$ cat src/rtl/rtc_pkg.sv
// Shared field indices, default bounds, editor state encoding and BCD/calendar helpers.
// Pure declarations: no latency, no flow control.
package rtc_pkg;

  localparam int F_ANO  = 0;
  localparam int F_MES  = 1;
  localparam int F_DIA  = 2;
  localparam int F_HORA = 3;
  localparam int F_MIN  = 4;
  localparam int F_SEG  = 5;
  localparam int F_TH   = 6;
  localparam int F_TM   = 7;
  localparam int F_ST   = 8;

  localparam int DEF_NUM_FIELDS = 9;

  // Index 0 (year) sits in the least significant byte.
  localparam logic [71:0] DEF_MIN_VEC =
    {8'h00, 8'h00, 8'h00, 8'h00, 8'h00, 8'h00, 8'h01, 8'h01, 8'h00};
  localparam logic [71:0] DEF_MAX_VEC =
    {8'h59, 8'h59, 8'h23, 8'h59, 8'h59, 8'h23, 8'h31, 8'h12, 8'h99};

  typedef enum logic [1:0] {
    IDLE     = 2'd0,
    EDIT     = 2'd1,
    WAIT_ACK = 2'd2
  } state_t;

  function automatic logic [7:0] bcd_inc(input logic [7:0] v);
    logic [7:0] r;
    if (v[3:0] >= 4'd9) r = {v[7:4] + 4'd1, 4'd0};
    else                r = {v[7:4], v[3:0] + 4'd1};
    return r;
  endfunction

  function automatic logic [7:0] bcd_dec(input logic [7:0] v);
    logic [7:0] r;
    if (v[3:0] == 4'd0)     r = {v[7:4] - 4'd1, 4'd9};
    else if (v[3:0] > 4'd9) r = {v[7:4], 4'd9};
    else                    r = {v[7:4], v[3:0] - 4'd1};
    return r;
  endfunction

  // Out-of-range values snap to the nearest bound instead of stepping.
  function automatic logic [7:0] bcd_step(input logic [7:0] v, input logic [7:0] lo,
                                          input logic [7:0] hi, input logic up);
    logic [7:0] r;
    if (v < lo)      r = lo;
    else if (v > hi) r = hi;
    else if (up)     r = (v == hi) ? lo : bcd_inc(v);
    else             r = (v == lo) ? hi : bcd_dec(v);
    return r;
  endfunction

  function automatic logic is_leap(input logic [7:0] year);
    logic [3:0] u;
    u = year[3:0];
    return (!year[4] && (u == 4'd0 || u == 4'd4 || u == 4'd8)) ||
           ( year[4] && (u == 4'd2 || u == 4'd6));
  endfunction

  function automatic logic [7:0] days_in_month(input logic [7:0] month, input logic [7:0] year);
    logic [7:0] r;
    case (month)
      8'h04, 8'h06, 8'h09, 8'h11: r = 8'h30;
      8'h02:                      r = is_leap(year) ? 8'h29 : 8'h28;
      default:                    r = 8'h31;
    endcase
    return r;
  endfunction

endpackage

$ cat src/rtl/btn_step_gen.sv
// Button conditioner: 2-flop sync, rising-edge step pulse (3 cycles pin->pulse), optional auto-repeat.
// No backpressure: one-cycle step pulses are produced whether or not they are consumed.
module btn_step_gen #(
  parameter bit REPEAT_EN  = 1'b0,
  parameter int REPEAT_DLY = 25_000_000,
  parameter int REPEAT_CYC = 5_000_000
) (
  input  logic clk,
  input  logic reset,
  input  logic btn,
  output logic step
);

  localparam logic [31:0] DLY_C = 32'(REPEAT_DLY);
  localparam logic [31:0] CYC_C = 32'(REPEAT_CYC);

  logic        sync0, sync1, sync2;
  logic [31:0] hold_cnt;
  logic        in_cyc;
  logic        rise;
  logic        rep_hit;
  logic        rep_fire;

  assign rise     = sync1 & ~sync2;
  assign rep_hit  = in_cyc ? (hold_cnt == CYC_C) : (hold_cnt == DLY_C);
  assign rep_fire = REPEAT_EN && sync1 && sync2 && rep_hit;

  always_ff @(posedge clk) begin
    if (reset) begin
      sync0    <= 1'b0;
      sync1    <= 1'b0;
      sync2    <= 1'b0;
      hold_cnt <= '0;
      in_cyc   <= 1'b0;
      step     <= 1'b0;
    end else begin
      sync0 <= btn;
      sync1 <= sync0;
      sync2 <= sync1;
      step  <= rise | rep_fire;
      // hold_cnt counts the cycles the synchronised button has been high
      if (rise) begin
        hold_cnt <= 32'd1;
        in_cyc   <= 1'b0;
      end else if (sync1) begin
        if (rep_hit) begin
          hold_cnt <= 32'd1;
          in_cyc   <= 1'b1;
        end else begin
          hold_cnt <= hold_cnt + 32'd1;
        end
      end else begin
        hold_cnt <= '0;
        in_cyc   <= 1'b0;
      end
    end
  end

endmodule

$ cat src/rtl/rtc_field_editor.sv
// N-field packed-BCD editor with cursor, wrap, auto-repeat, day clamping and group commit.
// Steps land 4 cycles after a button pin edge; listo_es/listo_ht hold until wr_ack.
module rtc_field_editor
  import rtc_pkg::*;
#(
  parameter int                          NUM_FIELDS = DEF_NUM_FIELDS,
  parameter logic [8*NUM_FIELDS-1:0]     MIN_VEC    = DEF_MIN_VEC,
  parameter logic [8*NUM_FIELDS-1:0]     MAX_VEC    = DEF_MAX_VEC,
  parameter logic [NUM_FIELDS-1:0]       TIMER_MASK = 9'b111000000,
  parameter int                          REPEAT_DLY = 25_000_000,
  parameter int                          REPEAT_CYC = 5_000_000,
  parameter bit                          DAY_LINK   = 1'b1
) (
  input  logic                      clk,
  input  logic                      reset,
  input  logic                      aumenta,
  input  logic                      disminuye,
  input  logic                      siguiente,
  input  logic                      anterior,
  input  logic                      edit_en,
  input  logic                      commit,
  input  logic [8*NUM_FIELDS-1:0]   live_in,
  input  logic                      wr_ack,
  output logic [8*NUM_FIELDS-1:0]   fields_out,
  output logic [NUM_FIELDS-1:0]     habilita,
  output logic                      listo_es,
  output logic                      listo_ht
);

  localparam int          CW     = (NUM_FIELDS > 1) ? $clog2(NUM_FIELDS) : 1;
  localparam logic [CW-1:0] LAST_C = CW'(NUM_FIELDS - 1);

  logic st_aum, st_dis, st_sig, st_ant;

  btn_step_gen #(.REPEAT_EN(1'b1), .REPEAT_DLY(REPEAT_DLY), .REPEAT_CYC(REPEAT_CYC))
    u_aum (.clk(clk), .reset(reset), .btn(aumenta),   .step(st_aum));
  btn_step_gen #(.REPEAT_EN(1'b1), .REPEAT_DLY(REPEAT_DLY), .REPEAT_CYC(REPEAT_CYC))
    u_dis (.clk(clk), .reset(reset), .btn(disminuye), .step(st_dis));
  btn_step_gen #(.REPEAT_EN(1'b0), .REPEAT_DLY(REPEAT_DLY), .REPEAT_CYC(REPEAT_CYC))
    u_sig (.clk(clk), .reset(reset), .btn(siguiente), .step(st_sig));
  btn_step_gen #(.REPEAT_EN(1'b0), .REPEAT_DLY(REPEAT_DLY), .REPEAT_CYC(REPEAT_CYC))
    u_ant (.clk(clk), .reset(reset), .btn(anterior),  .step(st_ant));

  state_t                    state, state_n;
  logic [CW-1:0]             cursor, cursor_n;
  logic [8*NUM_FIELDS-1:0]   fields, fields_n;
  logic                      mod_es, mod_es_n;
  logic                      mod_ht, mod_ht_n;
  logic                      listo_es_n, listo_ht_n;

  logic                      up, dn, fwd, bwd;
  logic [7:0]                cur_val, cur_lo, cur_hi, new_val, dim_n;
  logic                      cur_timer;

  assign up  = st_aum & ~st_dis;
  assign dn  = st_dis & ~st_aum;
  assign fwd = st_sig & ~st_ant;
  assign bwd = st_ant & ~st_sig;

  // Selected field and its bounds; the day ceiling follows the current month/year.
  always_comb begin
    cur_val   = 8'h00;
    cur_lo    = 8'h00;
    cur_hi    = 8'h00;
    cur_timer = 1'b0;
    for (int i = 0; i < NUM_FIELDS; i++) begin
      if (cursor == CW'(i)) begin
        cur_val   = fields[8*i +: 8];
        cur_lo    = MIN_VEC[8*i +: 8];
        cur_hi    = MAX_VEC[8*i +: 8];
        cur_timer = TIMER_MASK[i];
      end
    end
    if (DAY_LINK && cursor == CW'(F_DIA))
      cur_hi = days_in_month(fields[8*F_MES +: 8], fields[8*F_ANO +: 8]);
    new_val = bcd_step(cur_val, cur_lo, cur_hi, up);
  end

  always_comb begin
    state_n    = state;
    cursor_n   = cursor;
    fields_n   = fields;
    mod_es_n   = mod_es;
    mod_ht_n   = mod_ht;
    listo_es_n = listo_es;
    listo_ht_n = listo_ht;
    dim_n      = 8'h31;

    case (state)
      IDLE: begin
        fields_n   = live_in;
        mod_es_n   = 1'b0;
        mod_ht_n   = 1'b0;
        listo_es_n = 1'b0;
        listo_ht_n = 1'b0;
        if (edit_en) begin
          state_n  = EDIT;
          cursor_n = '0;
        end
      end

      EDIT: begin
        if (!edit_en) begin
          state_n = IDLE;
        end else if (commit) begin
          if (mod_es || mod_ht) begin
            state_n    = WAIT_ACK;
            listo_es_n = mod_es;
            listo_ht_n = mod_ht;
          end else begin
            state_n = IDLE;
          end
        end else begin
          if (up || dn) begin
            for (int i = 0; i < NUM_FIELDS; i++)
              if (cursor == CW'(i)) fields_n[8*i +: 8] = new_val;
            if (cur_timer) mod_ht_n = 1'b1;
            else           mod_es_n = 1'b1;
            // A month/year change can leave the day past the new month end.
            if (DAY_LINK && (cursor == CW'(F_MES) || cursor == CW'(F_ANO))) begin
              dim_n = days_in_month(fields_n[8*F_MES +: 8], fields_n[8*F_ANO +: 8]);
              if (fields_n[8*F_DIA +: 8] > dim_n) fields_n[8*F_DIA +: 8] = dim_n;
            end
          end
          if (fwd)      cursor_n = (cursor == LAST_C) ? '0 : cursor + CW'(1);
          else if (bwd) cursor_n = (cursor == '0) ? LAST_C : cursor - CW'(1);
        end
      end

      WAIT_ACK: begin
        if (wr_ack) begin
          state_n    = IDLE;
          listo_es_n = 1'b0;
          listo_ht_n = 1'b0;
        end
      end

      default: state_n = IDLE;
    endcase
  end

  always_ff @(posedge clk) begin
    if (reset) begin
      state    <= IDLE;
      cursor   <= '0;
      fields   <= MIN_VEC;
      mod_es   <= 1'b0;
      mod_ht   <= 1'b0;
      listo_es <= 1'b0;
      listo_ht <= 1'b0;
    end else begin
      state    <= state_n;
      cursor   <= cursor_n;
      fields   <= fields_n;
      mod_es   <= mod_es_n;
      mod_ht   <= mod_ht_n;
      listo_es <= listo_es_n;
      listo_ht <= listo_ht_n;
    end
  end

  assign fields_out = fields;

  always_comb begin
    habilita = '0;
    if (state == EDIT) habilita[cursor] = 1'b1;
  end

endmodule

$ cat config.mk
export PLATFORM = sky130hd
export DESIGN_NAME = rtc_field_editor
export DESIGN_NICKNAME = d
export VERILOG_FILES = /design/src/rtl/rtc_pkg.sv /design/src/rtl/btn_step_gen.sv /design/src/rtl/rtc_field_editor.sv
export SDC_FILE = /design/constraint.sdc
export NUM_CORES = 1
export LEC_CHECK = 0
export BUFFER_PORTS_ARGS = -buffer_cell sky130_fd_sc_hd__buf_4
export CAP_MARGIN = 15
export CORE_MARGIN = 1.5
export CORE_UTILIZATION = 62
export CTS_BUF_LIST = sky130_fd_sc_hd__clkbuf_16
export DETAILED_ROUTE_END_ITERATION = 7
export PLACE_DENSITY = 0.88
export SKIP_LAST_GASP = 1
export SLEW_MARGIN = 20
export SYNTH_ARGS = -nofsm -noshare
export SYNTH_HDL_FRONTEND = slang
export SYNTH_SLANG_ARGS = --single-unit
$ cat constraint.sdc
create_clock -name clk -period 14.45 [get_ports clk]
set_input_delay 0.7225 -clock clk [delete_from_list [all_inputs] [get_ports clk]]
set_output_delay 0.7225 -clock clk [all_outputs]
set_load 0.05 [all_outputs]
== After elaboration in Yosys (flattened, before gate mapping) ==
Index checks and enable logic that the tools add are counted.
Widths: inputs -> output; s select.
Cells by class
  reduce and logical (&&, ||, !) cells: 48
  equality and inequality tests: 52
  bitwise logic cells: 20
  add/sub/neg operators: 8
  magnitude comparators: 7
  multiplexer cells: 117
Operators with widths (number)
  $mux 8: 60
  $mux 72: 3
  $pmux 72 s2: 1
  $add 32x1->32 const B: 2
  $eq 32x23->1 const B: 2
  $eq 32x25->1 const B: 2
  $reduce_and 5->1: 11
  $eq 4x3->1 const B: 8
  $eq 8x3->1 const B: 4
  $mux 4: 8
  $ne 2x2->1 const B: 16
  $mux 1: 30
  $pmux 5 s2: 2
  $eq 4x2->1 const B: 4
  $eq 8x2->1 const B: 2
  $eq 8x4->1 const B: 2
  $eq 8x5->1 const B: 2
  $eq 8x8->1: 2
  $gt 8x8->1: 2
  $logic_not 4->1: 4
  $reduce_or 4->1: 4
  $add 4x1->4 const B: 3
  $eq 4x4->1 const B: 3
  $sub 4x1->4 const B: 3
  28 further kinds: 72
Word-level totals
  bits in registers: 164
  input port bits: 81
  logic and storage cells: 288
  output and inout port bits: 83

== Logic depth before layout (Yosys ltp) ==
  depth after elaboration: 41
  gate-level depth with buffers: 30
  mapped depth without buffers: 26

== Cells and area by module ==
Synthesis repeated with hierarchy kept, for this count alone.
Second synthesis, totals
  cell total of the unflattened synthesis: 1248
  area, all modules: 9771.9 µm²
Modules (own cells, without submodules)
  rtc_field_editor: instances 1, cells each 836, area an instance 6155.9 µm², sequential area each 1641.6 µm²
  btn_step_gen at u_aum ...: instances 2, cells each 198, area an instance 1696.6 µm², sequential area each 740.7 µm²
  btn_step_gen at u_ant ...: instances 2, cells each 8, area an instance 111.4 µm², sequential area each 80.1 µm²

== Worst setup path after synthesis ==
Ideal clock, no wire load.
  path type: flip-flop to flip-flop
  start: reg cursor[0]
  end: reg fields[16] (netlist: fields_out[16])
  cell stages (with the launch flop): 28
  data required time: 14.336 ns
  library setup time: 0.114 ns
  arrival: 5.928 ns
  slack: 8.408 ns
  period minus slack after synthesis: 6.042 ns
  buffers on the path: 2
  cell sequence: dfxtp_1 inv_1 ha_1 buf_2 nor2_2 o21ai_0 a2111o_1 and3_1 clkbuf_1 inv_1 ha_1 a21oi_1 o21ai_0 or4_1 o22ai_4 nor3_1 a311o_1 nor3_4 nor3b_1 a311o_1 a31oi_2 a2bb2oi_2 ha_1 a32o_1 a221oi_2 o21ai_2 a211oi_2 a21bo_1
On the way
  cells in the longest elaborated chain, start to end: 41
  elaborated cells between the ends (all ways): 102
  those cells by class: add/sub (4); order compare (5); eq/ne (19); mux (62); reduce/logical (12)
Ends and longest elaborated chain
  start: declaration: line rtc_field_editor.sv:45  | logic [CW-1:0] cursor, cursor_n;
  start signal: assignment: line rtc_field_editor.sv:153  | cursor <= cursor_n;
  $logic_not 4->1: line rtc_field_editor.sv:67, rtc_field_editor.sv:116, rtc_field_editor.sv:120
  $mux 8 (9 in a row): line rtc_field_editor.sv:67  | if (cursor == CW'(i)) begin
  $sub 4x1->4 or $gt 4x4->1 (tied branches): line rtc_pkg.sv:40, rtc_pkg.sv:39
  $mux 4: line rtc_pkg.sv:39  | else if (v[3:0] > 4'd9) r = {v[7:4], 4'd9};
  $mux 8: line rtc_pkg.sv:38  | if (v[3:0] == 4'd0) r = {v[7:4] - 4'd1, 4'd9};
  $mux 8: line rtc_pkg.sv:51  | else r = (v == lo) ? hi : bcd_dec(v);
  $mux 8: line rtc_pkg.sv:50  | else if (up) r = (v == hi) ? lo : bcd_inc(v);
  $mux 8: line rtc_pkg.sv:49  | else if (v > hi) r = hi;
  (+17 left out)
  $mux 8: line rtc_field_editor.sv:89  | case (state)
  $gt 8x8->1: line rtc_field_editor.sv:122  | if (fields_n[8*F_DIA +: 8] > dim_n) fields_n[8*F_DIA +: 8] = dim_n;
  $mux 8: line rtc_field_editor.sv:122
  $mux 8 *: line rtc_field_editor.sv:120  | if (DAY_LINK && (cursor == CW'(F_MES) || cursor == CW'(F_ANO))) begin
  $mux 72 *: line rtc_field_editor.sv:114  | if (up || dn) begin
  $mux 72 *: line rtc_field_editor.sv:105  | end else if (commit) begin
  $mux 72 *: line rtc_field_editor.sv:103  | if (!edit_en) begin
  $pmux 72 s2 *: line rtc_field_editor.sv:89
  end signal: assignment: line rtc_field_editor.sv:154  | fields <= fields_n;
  end: declaration: line rtc_field_editor.sv:46  | logic [8*NUM_FIELDS-1:0] fields, fields_n;
Every way passes the cells marked *; elsewhere a longest branch is shown, timed or not. The select of a mux whose other input is x is not followed.
A chain may end at the register's enable or synchronous reset.

== Worst setup path after layout ==
Same ends and word-level chain as after synthesis.

==> impl_metrics.toml <==
[run_status]
status = "complete, but fails checks"
violations = "design-rule violations"

[floorplan]
die_height_um = 127
row_count = 45
dieWidth_um = 127
core_area_um2 = 15100
start_util = 0.634
die_area_um2 = 16300
ios = 164

[clocking]
max-clock-path-buffers = 2
htreeDepth = 4
cts_sinks = 164
numCtsBuffers = 17
cts_tree = "built"
cts-resized-gates = 0
cts.clk_slew.worst_paths_ps = 80
cts_setup_buffers = 0
cts_root_buffer = "clkbuf_16"
ctsHoldBuffers = 0
clock_latency_ps = 440

[worst_setup_path]
worst-path-buf-inv = 1
crit_top_cell = "ha_1"
path_max_fanout = 28
crit_start = "cursor[0]"
critPathTopFamily = "compound AO/OA/AOI/OAI gates"
crit_chain = "ha_1, nor2b_2, a221oi_1, o221a_1, or2_0, inv_1, ha_1, nor2b_1, or4_1, o22ai_4, nor3_1, a311o_1, nor3_4, nor3b_1, a311o_1, a31oi_2, a2bb2oi_2, ha_1, a32o_1, a221oi_2, o21ai_2, a211oi_2, a21bo_1"
max_stage_delay_ps = 880
slowest_stage = "ha_1"
start_kind = "register"
endpoint_kind = "register"
required_ps = 14780
r2r-start = "cursor[0]"
critPathKind = "register to register"
cp_data_arrival_time_ps = 7710

[final_layout]
fin_nets = 1451
ff_latch_area_um2 = 3280
antenna_cells = 0
multi_input_area_um2 = 5860
final_cell_area_um2 = 11400
syn_to_final_growth_pct = 19.1
drive_gt1_frac = 0.183
final_util = 0.756
num-fill-cells = 1153

[place]
numPortBuffers = 163
place_congestion = 0.988
place_area_um2 = 10800
hpwl_um = 23700

[yosys]
synthArstFlopShare = 0
ys_seq_area_frac = 0.342
synth_cell_types = 102
synthesis.area_um2 = 9610
synth_edf_count = 0
synth.top_cells.by_count = "nor2_1 (184), dfxtp_1 (164), nand2_1 (108)"
synth_nets = 1333
synth_top_area_frac = 0.342
synthTopCellsByArea = "dfxtp_1 (34%), nor2_1 (7.2%), a21oi_1 (5.3%)"
yosys_warnings = 0
synthFlopType = "dfxtp_1"
yosysTopAreaCell = "dfxtp_1"
yosysMostFrequentCell = "nor2_1"
netlist_instances = 1226
ys_ff_latch = 164
avgSynthCellArea_um2 = 7.84

[power]
p_int_w = 0.000869
p_comb_frac = 0.302
power.switching_w = 0.000549
leakagePower_nw = 4.50
max-vdd-ir-drop_v = 0.0000936
swShare = 0.387
power_density_nw_per_um2 = 124
p_seq_frac = 0.364
power_frac_clock = 0.334

[timing]
hold_viol = 0
rsz0062_at_grt = "false"
tns_ps = 0
setup-violations-final = 0
period_needed_ps = 7370
relSlewSlack = 0.265
worst_pin_slew_ps = 1100
clock_skew_ps = 10.4
fmax_mhz = 136
min_period_over_period = 0.510
slew_violations = 0

[job]
drv_cap = 0

[global_routing]
antenna_found_initial = 0
grt_overflow_total = 0
grt_pass1_wl_um = 51700
grt_pass1_vias = 9713
grt_max_degree = 74
grt_util_all_layers = 0.404

[drt]
vias = 10412
drc = 2
first_pass_iters = 8
wl_per_cell_um = 21.7
drt-initial-drc-count = 1189
viasPerCell = 6.74
wl_um = 33500
final_antenna_net_count = 0

[worst_hold_path]
min_from = "u_ant.sync2"
hold_path_class = "register to register"
==> power groups by stage <==
| stage | Combinational (W) | Clock (W) | Sequential, W |
|---|---|---|---|
| floorplan | 0.000218 | 0 | 0.000583 |
| global placement | 0.000413 | 0 | 0.000524 |
| detailed placement | 0.000416 | 0 | 0.000524 |
| CTS | 0.000418 | 0.000470 | 0.000514 |
| global route | 0.000450 | 0.000487 | 0.000517 |
| finish | 0.000429 | 0.000473 | 0.000516 |
==> metrics by stage <==
stage	hold WS, ps	instances	power [W]	worst slack (ps)
2_1_floorplan	367	1226	0.000802	8410
3_3_place_gp	370	1513	0.000937	7570
3_5_place_dp	371	1513	0.000940	7230
4_1_cts	383	1545	0.00140	7210
5_1_grt	410	1545	0.00145	6630
6_report	399	1545	0.00142	7080
==> worst register-to-register path, cell delays in order (launching register included) <==
cell and delay (ps):
dfxtp_1 480, ha_1 880, nor2b_2 200, a221oi_1 330
o221a_1 220, or2_0 580, inv_1 210, ha_1 360
nor2b_1 130, or4_1 450, o22ai_4 320, nor3_1 90
a311o_1 370, nor3_4 380, nor3b_1 100, a311o_1 340
a31oi_2 180, a2bb2oi_2 170, ha_1 250, a32o_1 270
a221oi_2 280, o21ai_2 190, a211oi_2 210, a21bo_1 220
==> layout make-up <==
cell class,count,share of cell area
inverter,48,0.0160
clock inverter,15,0.0156
multi-input combinational,943,0.512
clock buffer,17,0.0372
sequential,164,0.287
timing repair buffer,170,0.112
tap,188,0.0206
==> cells by family after synthesis <==
logic type	synth area share
buffers and inverters	0.0518
and+or+nand+nor	0.255
xor gates and xnor gates	0.0583
AOI/OAI and AO/OA	0.253
DFF	0.342
adders and majority gates	0.0339
muxes	0.00638
==> flip-flops by register name, summed over array words and instances (netlist names), 2 cells and up <==
register,cells
fields_out,72
state,2
u_aum.hold_cnt,32
u_dis.hold_cnt,32
cursor,4
==> worst paths after layout <==
kind	to	slack, ps	depth (start not counted)
hold / removal	u_ant.step	400	1
setup reg to reg	fields_out[16]	7080	23
hold reg to reg	u_ant.step	400	1
setup / recovery	fields_out[16]	7080	23
==> per-layer routing <==
metal  track usage  wire (um)  vias up
li1              -          -     4677
met1         0.479      12400     4892
met2         0.691      16000      670
met3        0.0905       3190      173
met4         0.199       1830        0
met5             0          0        -
==> cells in the final DEF (no fill, tap or decap), types with 5 or more instances in the layout <==
cell,Yosys,routed
dfxtp_1,164,164
a21oi_1,102,98
a21o_1,6,6
nand2_1,108,108
nor2b_1,20,19
nand4_1,21,21
a221o_1,5,5
o211ai_1,21,21
or3_1,7,7
a211oi_1,32,32
o21ai_0,45,45
and3_1,7,7
o221ai_1,6,6
xor2_1,46,46
nor4_1,7,7
a21oi_2,1,5
buf_4,4,170
o211a_1,5,5
a221oi_1,8,8
and2_1,9,9
xnor2_1,18,18
and4_1,6,6
nor3_1,29,29
nor2_1,184,184
nand2b_1,20,19
a2111oi_0,7,7
nand4b_1,5,5
a31oi_1,13,13
nand3_1,39,37
a211o_1,5,5
inv_1,44,44
a311oi_1,13,13
clkbuf_16,0,17
mux2i_1,5,5
ha_1,26,26
o22ai_1,12,12
No activity file was read; power rests on OpenSTA's default activity.
